`src/rtl/board_ram_arbiter.sv`:
```
// board_ram_arbiter: serialises loader, toggle-engine and display access to the
// single-port 32x32 board RAM, with a lock for atomic read-modify-write.
module board_ram_arbiter #(
  parameter int ADDR_W = 5,
  parameter int DATA_W = 32
) (
  input  logic                  clk,
  input  logic                  reset,
  input  logic [2:0]            req,
  input  logic [2:0]            req_we,
  input  logic [2:0]            req_lock,
  input  logic [3*ADDR_W-1:0]   req_addr,
  input  logic [3*DATA_W-1:0]   req_wdata,
  output logic [2:0]            gnt,
  output logic [2:0]            rvalid,
  output logic [DATA_W-1:0]     rdata,
  output logic [ADDR_W-1:0]     ram_address,
  output logic [DATA_W-1:0]     ram_data,
  output logic                  ram_wren,
  input  logic [DATA_W-1:0]     ram_q,
  output logic                  busy
);
  typedef enum logic [1:0] {IDLE, RD_ISSUE, RD_DATA, WR_ISSUE} state_t;
  state_t state_q, state_d;
  logic [1:0] win, win_q, win_d, owner_q, owner_d;
  logic lock_q, lock_d, ptr_q, ptr_d, acc, ram_wren_q, ram_wren_d;
  logic [2:0] elig, gnt_q, gnt_d, rvalid_q, rvalid_d;
  logic [ADDR_W-1:0] ram_address_q, ram_address_d;
  logic [DATA_W-1:0] ram_data_q, ram_data_d;
  // ptr_q = 0 prefers requester 1, ptr_q = 1 prefers requester 2
  always_comb begin
    elig = lock_q ? (req & (3'b001 << owner_q)) : req;
    win = elig[0] ? 2'd0 : (elig[1] && (!elig[2] || !ptr_q)) ? 2'd1 : 2'd2;
    acc = (state_q == IDLE) && |elig;
    state_d = acc ? (req_we[win] ? WR_ISSUE : RD_ISSUE) : (state_q == RD_ISSUE) ? RD_DATA : IDLE;
    win_d = acc ? win : win_q;
    owner_d = acc ? win : owner_q;
    lock_d = acc ? req_lock[win] : lock_q;
    ptr_d = (acc && win != 2'd0) ? (win == 2'd1) : ptr_q;
    ram_address_d = acc ? req_addr[win*ADDR_W +: ADDR_W] : ram_address_q;
    ram_data_d = (acc && req_we[win]) ? req_wdata[win*DATA_W +: DATA_W] : ram_data_q;
    ram_wren_d = acc && req_we[win];
    gnt_d = acc ? (3'b001 << win) : 3'b000;
    rvalid_d = (state_q == RD_ISSUE) ? (3'b001 << win_q) : 3'b000;
  end
  always_ff @(posedge clk or posedge reset) begin
    if (reset) begin
      state_q <= IDLE;
      win_q <= 2'd0;
      owner_q <= 2'd0;
      lock_q <= 1'b0;
      ptr_q <= 1'b0;
      ram_address_q <= '0;
      ram_data_q <= '0;
      ram_wren_q <= 1'b0;
      gnt_q <= 3'b000;
      rvalid_q <= 3'b000;
    end else begin
      state_q <= state_d;
      win_q <= win_d;
      owner_q <= owner_d;
      lock_q <= lock_d;
      ptr_q <= ptr_d;
      ram_address_q <= ram_address_d;
      ram_data_q <= ram_data_d;
      ram_wren_q <= ram_wren_d;
      gnt_q <= gnt_d;
      rvalid_q <= rvalid_d;
    end
  end
  assign gnt = gnt_q;
  assign rvalid = rvalid_q;
  assign rdata = ram_q;
  assign ram_address = ram_address_q;
  assign ram_data = ram_data_q;
  assign ram_wren = ram_wren_q;
  assign busy = (state_q != IDLE) || lock_q;
endmodule

```
`config.mk`:
```
export PLATFORM = sky130hd
export DESIGN_NAME = board_ram_arbiter
export DESIGN_NICKNAME = d
export VERILOG_FILES = /design/src/rtl/board_ram_arbiter.sv
export SDC_FILE = /design/constraint.sdc
export NUM_CORES = 1
export LEC_CHECK = 0
export BUFFER_PORTS_ARGS = -buffer_cell sky130_fd_sc_hd__buf_2
export CAP_MARGIN = 25
export CORE_AREA = 2 2 90 92
export CTS_BUF_LIST = sky130_fd_sc_hd__clkbuf_4
export DETAILED_ROUTE_END_ITERATION = 8
export DIE_AREA = 0 0 92 94
export HOLD_SLACK_MARGIN = 0.1
export PLACE_DENSITY = 0.79
export SLEW_MARGIN = 20
export SYNTH_ARGS = -nofsm -noshare
export SYNTH_HDL_FRONTEND = slang
export SYNTH_SLANG_ARGS = --single-unit
```
`constraint.sdc`:
```
create_clock -name clk -period 2.8 [get_ports clk]
set_clock_uncertainty 0.2 [all_clocks]
set_input_delay 0.56 -clock clk [delete_from_list [all_inputs] [get_ports clk]]
set_output_delay 0.56 -clock clk [all_outputs]
set_load 0.01 [all_outputs]
```
After elaboration in Yosys (flattened, before gate mapping)

Index checks and enable logic that the tools add are counted.

$mul: 1
$lt $le $gt $ge: 1
Equality and inequality tests: 2
Shifts and indexed selects: 4
Muxes and demuxes: 12
Bitwise operators: 1
Reduce and logical (&&, ||, !) cells: 12

Operators by type and width:

| operator                                                               | count |
|---|---|
| 96-bit by 8-bit indexed part select with 32-bit output                 | 1 |
| 15-bit by 6-bit indexed part select with 5-bit output                  | 1 |
| 2-bit 2-to-1 mux                                                       | 5 |
| 3-bit 2-to-1 mux                                                       | 3 |
| 1-bit by 2-bit << shifter with 3-bit output (first input constant)     | 2 |
| 2-bit by 3-bit multiplier with 5-bit output (second input constant)    | 1 |
| 1-bit binary-select mux with 2-bit select                              | 2 |
| 2-bit by 1-bit equality test with 1-bit output (second input constant) | 2 |
| 1-bit logical AND                                                      | 4 |
| 2-bit nonzero test                                                     | 2 |
| 3-bit bitwise AND                                                      | 1 |
| 2-bit by 3-bit < comparator with 1-bit output (second input constant)  | 1 |
| 3-bit OR reduction                                                     | 1 |
| 1-bit logical NOT                                                      | 2 |
| 2-bit logical NOT                                                      | 1 |
| 1-bit logical OR                                                       | 2 |
| 1-bit 2-to-1 mux                                                       | 2 |

Register bits after elaboration: 50
Bits of input ports: 154
Output and inout bits: 77
Word-level logic and storage cells: 42

Logic depth before layout (Yosys ltp)

Gate-level depths: netlist (run 1).

Word-level depth: 12
Gate-level depth with buffers: 7
Gate-level depth less buffers: 5

Worst setup path before layout (run 1)

OpenSTA, ideal clock, no wires.

Kind: input port to flip-flop
Start: input req[2]
End: register ram_data_q[17] (netlist: ram_data[17])
Library setup time: 125 ps
Arrival time: 1795 ps
Required time: 2475 ps
Path slack: 680 ps
Cell stages on the path: 5
Buffers on the path: 1
Cells stage by stage: a21boi_0 > o211ai_2 > o2bb2ai_2 > buf_6 > mux2_2

Longest elaborated chain between the ends: 10

Ends and longest elaborated chain:

| item                                                                                           | RTL line | text |
|---|---|---|
| start: declaration                                                                             | 9        | `input logic [2:0] req,` |
| 3-bit bitwise AND                                                                              | 32       | `elig = lock_q ? (req & (3'b001 << owner_q)) : req;` |
| 3-bit 2-to-1 mux (*)                                                                           | 32       |  |
| branches (longest 8 deep; another with 96-bit by 8-bit indexed part select with 32-bit output) | n/a      |  |
| end signal: assignment                                                                         | 65       | `ram_data_q <= ram_data_d;` |
| end: declaration                                                                               | 29       | `logic [DATA_W-1:0] ram_data_q, ram_data_d;` |

Mark *: on every way between the ends. The select of a mux whose other input is x is not followed.
A chain may end at the register's enable or synchronous reset.

Worst setup path after layout (run 1)

Start: register owner_q[1]
End: register ram_data_q[20] (netlist: ram_data[20])

Longest elaborated chain between the ends: 11

Ends and longest elaborated chain:

| item                                                                                           | RTL line | text |
|---|---|---|
| start: declaration                                                                             | 25       | `logic [1:0] win, win_q, win_d, owner_q, owner_d;` |
| start signal: assignment                                                                       | 61       | `owner_q <= owner_d;` |
| 1-bit by 2-bit << shifter with 3-bit output (*)                                                | n/a      |  |
| 3-bit bitwise AND (*)                                                                          | 32       |  |
| 3-bit 2-to-1 mux (*)                                                                           | 32       |  |
| branches (longest 8 deep; another with 96-bit by 8-bit indexed part select with 32-bit output) | n/a      |  |

Marks and branches as above.

==> reports/qor.yml, run 1 <==
run_status:
  status: "finished, final reports clean"
clock_network:
  cts_buffer_depth: 2
  clk_root_buffer_cell: "clkbuf_4"
  clock_sinks: 50
  clock_latency_ns: 0.35
  path_clk_slew_ns: 0.13
  cts_tree: "yes"
  htreeDepth: 2
  numCtsBuffers: 5
yosys:
  yosys-top-cells-area: "dfrtp_1, mux2_2, mux2i_1"
  synth_nets: 433
  postSynthAreaPerCell_um2: 10.43
  ys_seq_area_share_pct: 42.99
  synthAdderAreaFrac_pct: 0
  synth_top_family_by_area: "multiplexers"
  synthDistinctLibCells: 26
  syn_area_mm2: 0.002910
  synth_simple_gate_area_share_pct: 7.309
  synthXorXnorAreaFrac_pct: 0
  synth.top_cell.area_share_pct: 42.99
  ys_seq_elements: 50
  syn_inst: 279
  synth_compound_area_share_pct: 9.888
  synthMuxAreaShare_pct: 28.12
  yosys_warnings: 0
  yosys.area.top_type: "dfrtp_1"
setup_path:
  worstSetupPathType: "register to register"
  cp_num_buf_inv: 1
  cp-end-kind: "register"
  max_stage_delay_ns: 0.45
  crit_chain: "nor2b_1, o21a_1, o211ai_2, o2bb2ai_4, buf_4, mux2_2"
  crit_fanout: 20
  crit_required_ns: 2.84
  arrival_ns: 2.30
  startpoint_type: "register"
  crit_slowest_cell: "dfrtp_1"
  cp_top_family: "compound AO/OA/AOI/OAI gates"
place:
  post-place-cells: 507
  place_area_mm2: 0.003620
  gp_congestion: 0.7544
  detailed_place_hpwl_um: 5854
  port-buffer-count: 166
detailed_routing:
  vias: 2467
  wl_per_cell_um: 14.21
  via_per_inst: 4.800
  ant_nets: 0
  drt_pass1_iterations: 4
  totalWireLength_um: 7305
  drcViolationCount: 0
  drt-initial-drc-count: 45
global_routing:
  first_global_vias: 2450
  grt_use_total_pct: 16.68
  groute.layer.met3.usage_pct: 4.735
  gr-usage-met2_pct: 30.33
  grt_max_degree: 40
  grt_pass1_wl_um: 11430
  grt_util_met1_pct: 18.46
  top_usage_layer: "met2"
  grt_overflow_total: 0
  antenna_found_initial: 0
cells_and_area:
  diodes: 0
  stdcell_count: 514
  final_cell_mix: "buf_2, dfrtp_1, nor2_1, mux2i_1, a21oi_1"
  fin_nets: 567
  final_common_cell: "buf_2"
  area_growth_syn_to_layout_pct: 26.14
  finalInstanceArea_mm2: 0.003671
  drive_above_1_share_pct: 53.64
  fillers: 744
floorplanning:
  start_util_pct: 38.26
  die_area_mm2: 0.008648
  core_mm2: 0.007607
  chipWidth_um: 92
  num_rows: 32
  pin_count: 231
  die_h_um: 94
pwr:
  ir_drop_mv: 0.3531
  p_leak_uw: 0.001977
  power.density_mw_per_mm2: 926.4
  power_uw: 3401
timing:
  rsz0062_at_grt: "no"
  hold_viol_final: 0
  fin_crit_sh_pct: 80.87
  setup_tns_ns: 0
  period_minus_slack_ns: 2.264
  worstMarginPinSlew_ns: 0.5003
  whs_ns: 0.2963
  setup_viol: 0
  max_slew_margin_pct: 66.45
  fmax_mhz: 441.6
  slew_violations: 0
job:
  maxCapViolCount: 0
worst_hold_path:
  hold_path_class: "register to register"
==> where the power goes <==
part           switching, uW  total, uW  internal [uW]
logic                    940       1870            927
registers                171       1240           1070
clock network            208        294           86.5
==> final cells by class <==
cell class	instances	area, um^2	share of cell area [%]
Multi-Input combinational cell	178	1343	36.57
Sequential cell	50	1251	34.08
Timing Repair Buffer	174	893.4	24.34
Tap cell	102	127.6	3.476
Clock buffer	5	37.54	1.022
Inverter	4	15.01	0.4090
Clock inverter	1	3.754	0.1022
==> cells by family (layout without fill, tap and decap cells) <==
family	count (synthesis)	in the layout
compound gates	49	49
flops	50	50
simple gates	52	52
mux	77	77
buf+inv	51	184
==> Yosys cell counts <==
| cell type | n |
|---|---|
| a21boi_0 | 1 |
| a21boi_2 | 1 |
| a21o_1 | 1 |
| a21oi_1 | 39 |
| buf_1 | 4 |
| buf_2 | 5 |
| buf_4 | 32 |
| buf_6 | 3 |
| clkbuf_1 | 3 |
| dfrtp_1 | 50 |
| inv_1 | 4 |
| mux2_1 | 1 |
| mux2_2 | 37 |
| mux2i_1 | 39 |
| nand2_1 | 2 |
| nand2b_1 | 3 |
| nand3b_1 | 1 |
| nor2_1 | 42 |
| nor2b_1 | 1 |
| nor3_1 | 3 |
| o211ai_2 | 2 |
| o21a_1 | 1 |
| o21ai_0 | 1 |
| o21bai_1 | 1 |
| o22ai_1 | 1 |
| o2bb2ai_2 | 1 |
==> worst register-to-register path: cells and delay by family, from the launching register on <==
kind                   cells  cell delay, ns
AOI/OAI and AO/OA          3            0.56
and+or+nand+nor            1            0.29
DFF                        1            0.45
muxes                      1            0.38
buffers and inverters      1            0.28
==> path summary, 6_finish.rpt <==
kind,from,endpoint,slack (ns),cells past startpoint
hold reg to reg,ptr_q,ptr_q,0.30,1
setup / recovery,owner_q[1],ram_data[20],0.54,6
setup reg to reg,owner_q[1],ram_data[20],0.54,6
hold / removal,ptr_q,ptr_q,0.30,1
max in group asynchronous,reset,ram_data[4],1.10,4
min in group asynchronous,reset,ram_data[13],0.53,3
==> timing repair <==
item | in CTS | in global routing
hold buffers | 1 | 0
hold endpoints to repair | 19 | 0
gates resized for setup | 0 | 0
setup buffers | 0 | 0
setup endpoints to repair | 0 | 0
==> sequential cells by signal, indices dropped and copies added, names as in the netlist <==
register     count
lock_q           1
state_q          2
ram_address      5
gnt              3
owner_q          2
rvalid           3
ptr_q            1
ram_wren         1
ram_data        32
==> metal layers <==
metal	vias up	share of wire, %
met5	-	0
met4	0	2.2
met3	24	7.5
met2	111	52
met1	1140	39
li1	1192	-
==> through the flow <==
stage | worst slack [ns] | util (%)
floorplan | 0.6802 | -
global placement | 0.4688 | 47.58
detailed placement | 0.4800 | 47.58
CTS | 0.5161 | 48.26
global route | 0.3812 | 48.26
finish | 0.5358 | 48.26
No activity file was read; power rests on OpenSTA's default activity.
==> run 2, diff against run 1 <==
==> constraint.sdc (replaced) <==
create_clock -name clk -period 2.35 [get_ports clk]
set_clock_uncertainty 0.2 [all_clocks]
set_input_delay 0.47 -clock clk [delete_from_list [all_inputs] [get_ports clk]]
set_output_delay 0.47 -clock clk [all_outputs]
set_load 0.01 [all_outputs]
==> run 2 against run 1 <==
  * Non-clock buffer count rose by 3
  * Core utilization rose by 1.1 points
  * Count of clock-buffer cells in the layout did not move
  * Largest power group unchanged
  * Wire length rose by 2.6%
  * Critical path type unchanged
  * Combinational power rose by 22%
  * Sequential share of layout area fell by 0.73 points
  * Flip-flop and latch count did not move
  * Global-route usage rose by 0.45 points
==> reports/qor.yml, run 2 (synthesized netlist as in run 1, its figures left out) <==
pwr:
  p_leak_uw: 0.002010  # +1.6%
  sequentialPowerShare_pct: 34.8  # -1.6 points
  ir_drop_mv: 0.5558  # +57%
  power.density_mw_per_mm2: 1138  # +23%
  p_sw_share_pct: 38.05  # -0.75 points
  pwr-share-comb_pct: 53.5  # -1.4 points
  p_int_uw: 2644  # +27%
  p_sw_uw: 1624  # +23%
  p_clk_share_pct: 11.7  # +3.0 points
cells_and_area:
  fillers: 729  # -2.0%
  final_common_cell: "buf_2"
  seqCellArea_mm2: 0.001251  # unchanged
  final_cell_mix: "buf_2, dfrtp_1, nor2_1, mux2i_1, a21oi_1"
  fin_nets: 570  # +0.53%
  stdcell_count: 519  # +0.97%
  area_growth_syn_to_layout_pct: 28.89
  diodes: 0  # unchanged
  drive_above_1_share_pct: 54.44  # +0.80 points
  largest_reg_flops: 32  # unchanged
  multi_input_area_mm2: 0.001343  # unchanged
detailed_routing:
  via_per_inst: 4.836  # +0.76%
  drt-initial-drc-count: 67  # +49%
  ant_nets: 0  # unchanged
  drt_pass1_iterations: 4  # unchanged
  wl_per_cell_um: 14.45  # +1.6%
  drcViolationCount: 0  # unchanged
  totalWireLength_um: 7497  # +2.6%
  vias: 2510  # +1.7%
clock_network:
  clock_latency_ns: 0.36  # about the same
  htreeDepth: 2  # unchanged
  clk_root_buffer_cell: "clkbuf_4"
  cts_buffer_depth: 2  # unchanged
  cts_tree: "yes"
  numCtsBuffers: 5  # unchanged
  path_clk_slew_ns: 0.15  # +0.02 ns
  clock_sinks: 50  # unchanged
  post-cts-setup-buffers: 0  # unchanged
floorplanning:
  die_h_um: 94  # unchanged
  chipWidth_um: 92  # unchanged
  pin_count: 231  # unchanged
  die_area_mm2: 0.008648  # unchanged
  core_mm2: 0.007607  # unchanged
  num_rows: 32  # unchanged
  start_util_pct: 38.26  # unchanged
timing:
  setup_viol: 0  # unchanged
  setup_tns_ns: 0  # unchanged
  max_slew_margin_pct: 74.44  # +8.0 points
  slew_violations: 0  # unchanged
  fmax_mhz: 453.9  # +2.8%
  fin_crit_sh_pct: 93.75  # +13 points
  rsz0062_at_grt: "no"
  period_minus_slack_ns: 2.203  # -0.06115 ns
  worstMarginPinSlew_ns: 0.3834  # -0.1169 ns
  hold_viol_final: 0  # unchanged
worst_hold_path:
  hold_path_class: "input port to register"
  holdCritStartpoint: "req_wdata[30]"
setup_path:
  crit_slowest_cell: "dfrtp_1"
  crit_fanout: 19  # -5.0%
  startpoint_type: "register"
  worstSetupPathType: "register to register"
  startpoint: "lock_q"
  cp-end-kind: "register"
  max_stage_delay_ns: 0.45  # about the same
  crit_chain: "nand3b_1, o211ai_4, buf_4, mux2i_1, a21oi_1, mux2_2"
  r2r-start: "lock_q"
  arrival_ns: 2.28  # -0.02 ns
  crit_required_ns: 2.42  # -0.42 ns
place:
  gp_congestion: 0.7481  # -0.84%
  detailed_place_hpwl_um: 6074  # +3.8%
  post-place-cells: 510  # +0.59%
  port-buffer-count: 166  # unchanged
global_routing:
  grt_max_degree: 41  # +2.5%
  grt_overflow_total: 0  # unchanged
  grt_use_total_pct: 17.12  # +0.45 points
  grt_pass1_wl_um: 11630  # +1.7%
  first_global_vias: 2489  # +1.6%
  antenna_found_initial: 0  # unchanged
job:
  maxCapViolCount: 0  # unchanged
run_status:
  status: "finished, final reports clean"
[run 2: critical path, delay by kind of cell (launching register included)]
| family | cells | cell delay (ns) |
|---|---|---|
| simple gates | 1 | 0.25 |
| flops | 1 | 0.45 |
| compound gates | 2 | 0.24 |
| buf+inv | 1 | 0.35 |
| mux | 2 | 0.61 |
[run 2: final timing paths]
kind,end,slack (ns),depth (start not counted)
max,ram_data[30],0.15,6
max reg2reg,ram_data[30],0.15,6
min in group asynchronous,ram_data[28],0.38,3
min,ram_data[30],0.27,4
max in group asynchronous,ram_data[9],1.01,4
min reg2reg,rvalid[0],0.31,1
[run 2: power groups by stage]
stage / clock (uW) / sequential, uW / combinational [uW]
detailed placement: 0 / 1510 / 2310
global placement: 0 / 1490 / 2250
finish: 498 / 1490 / 2280
global route: 558 / 1540 / 2500
CTS: 526 / 1490 / 2320
floorplan: 0 / 1660 / 1390
[run 2: through the flow]
stage / worst slack (ns) / area, um^2 / total power [uW] / utilization [%] / hold WS [ns]
final: 0.1469 / 3751 / 4268 / 49.31 / 0.2702
after global routing: 0.02572 / 3751 / 4600 / 49.31 / 0.2503
after CTS: 0.1015 / 3747 / 4332 / 49.26 / 0.2503
after detailed placement: 0.06797 / 3655 / 3816 / 48.04 / 0.2399
after global placement: 0.09235 / 3655 / 3737 / 48.04 / 0.2363
after floorplan: 0.2487 / 2910 / 3049 / - / 0.2455
[run 2: area by class of cell]
class / instances / share of cell area, %
clock inverter: 3 / 1.201
clock buffer: 5 / 1.001
timing repair buffer: 177 / 24.85
sequential: 50 / 33.36
tap: 102 / 3.402
multi-input combinational: 178 / 35.79
inverter: 4 / 0.4003
[run 2: timing repair]
action	CTS	global route
endpoints found under the hold margin	11	0
gates resized for setup	0	2
hold buffers	1	0
setup endpoints to repair	0	13
[run 2: per-layer routing]
layer	track usage, %	up-vias	routed length [um]
met3	4.896	27	545
met4	6.965	0	188
li1	-	1210	-
met1	18.97	1161	2757
met5	0	-	0
met2	30.88	112	4005
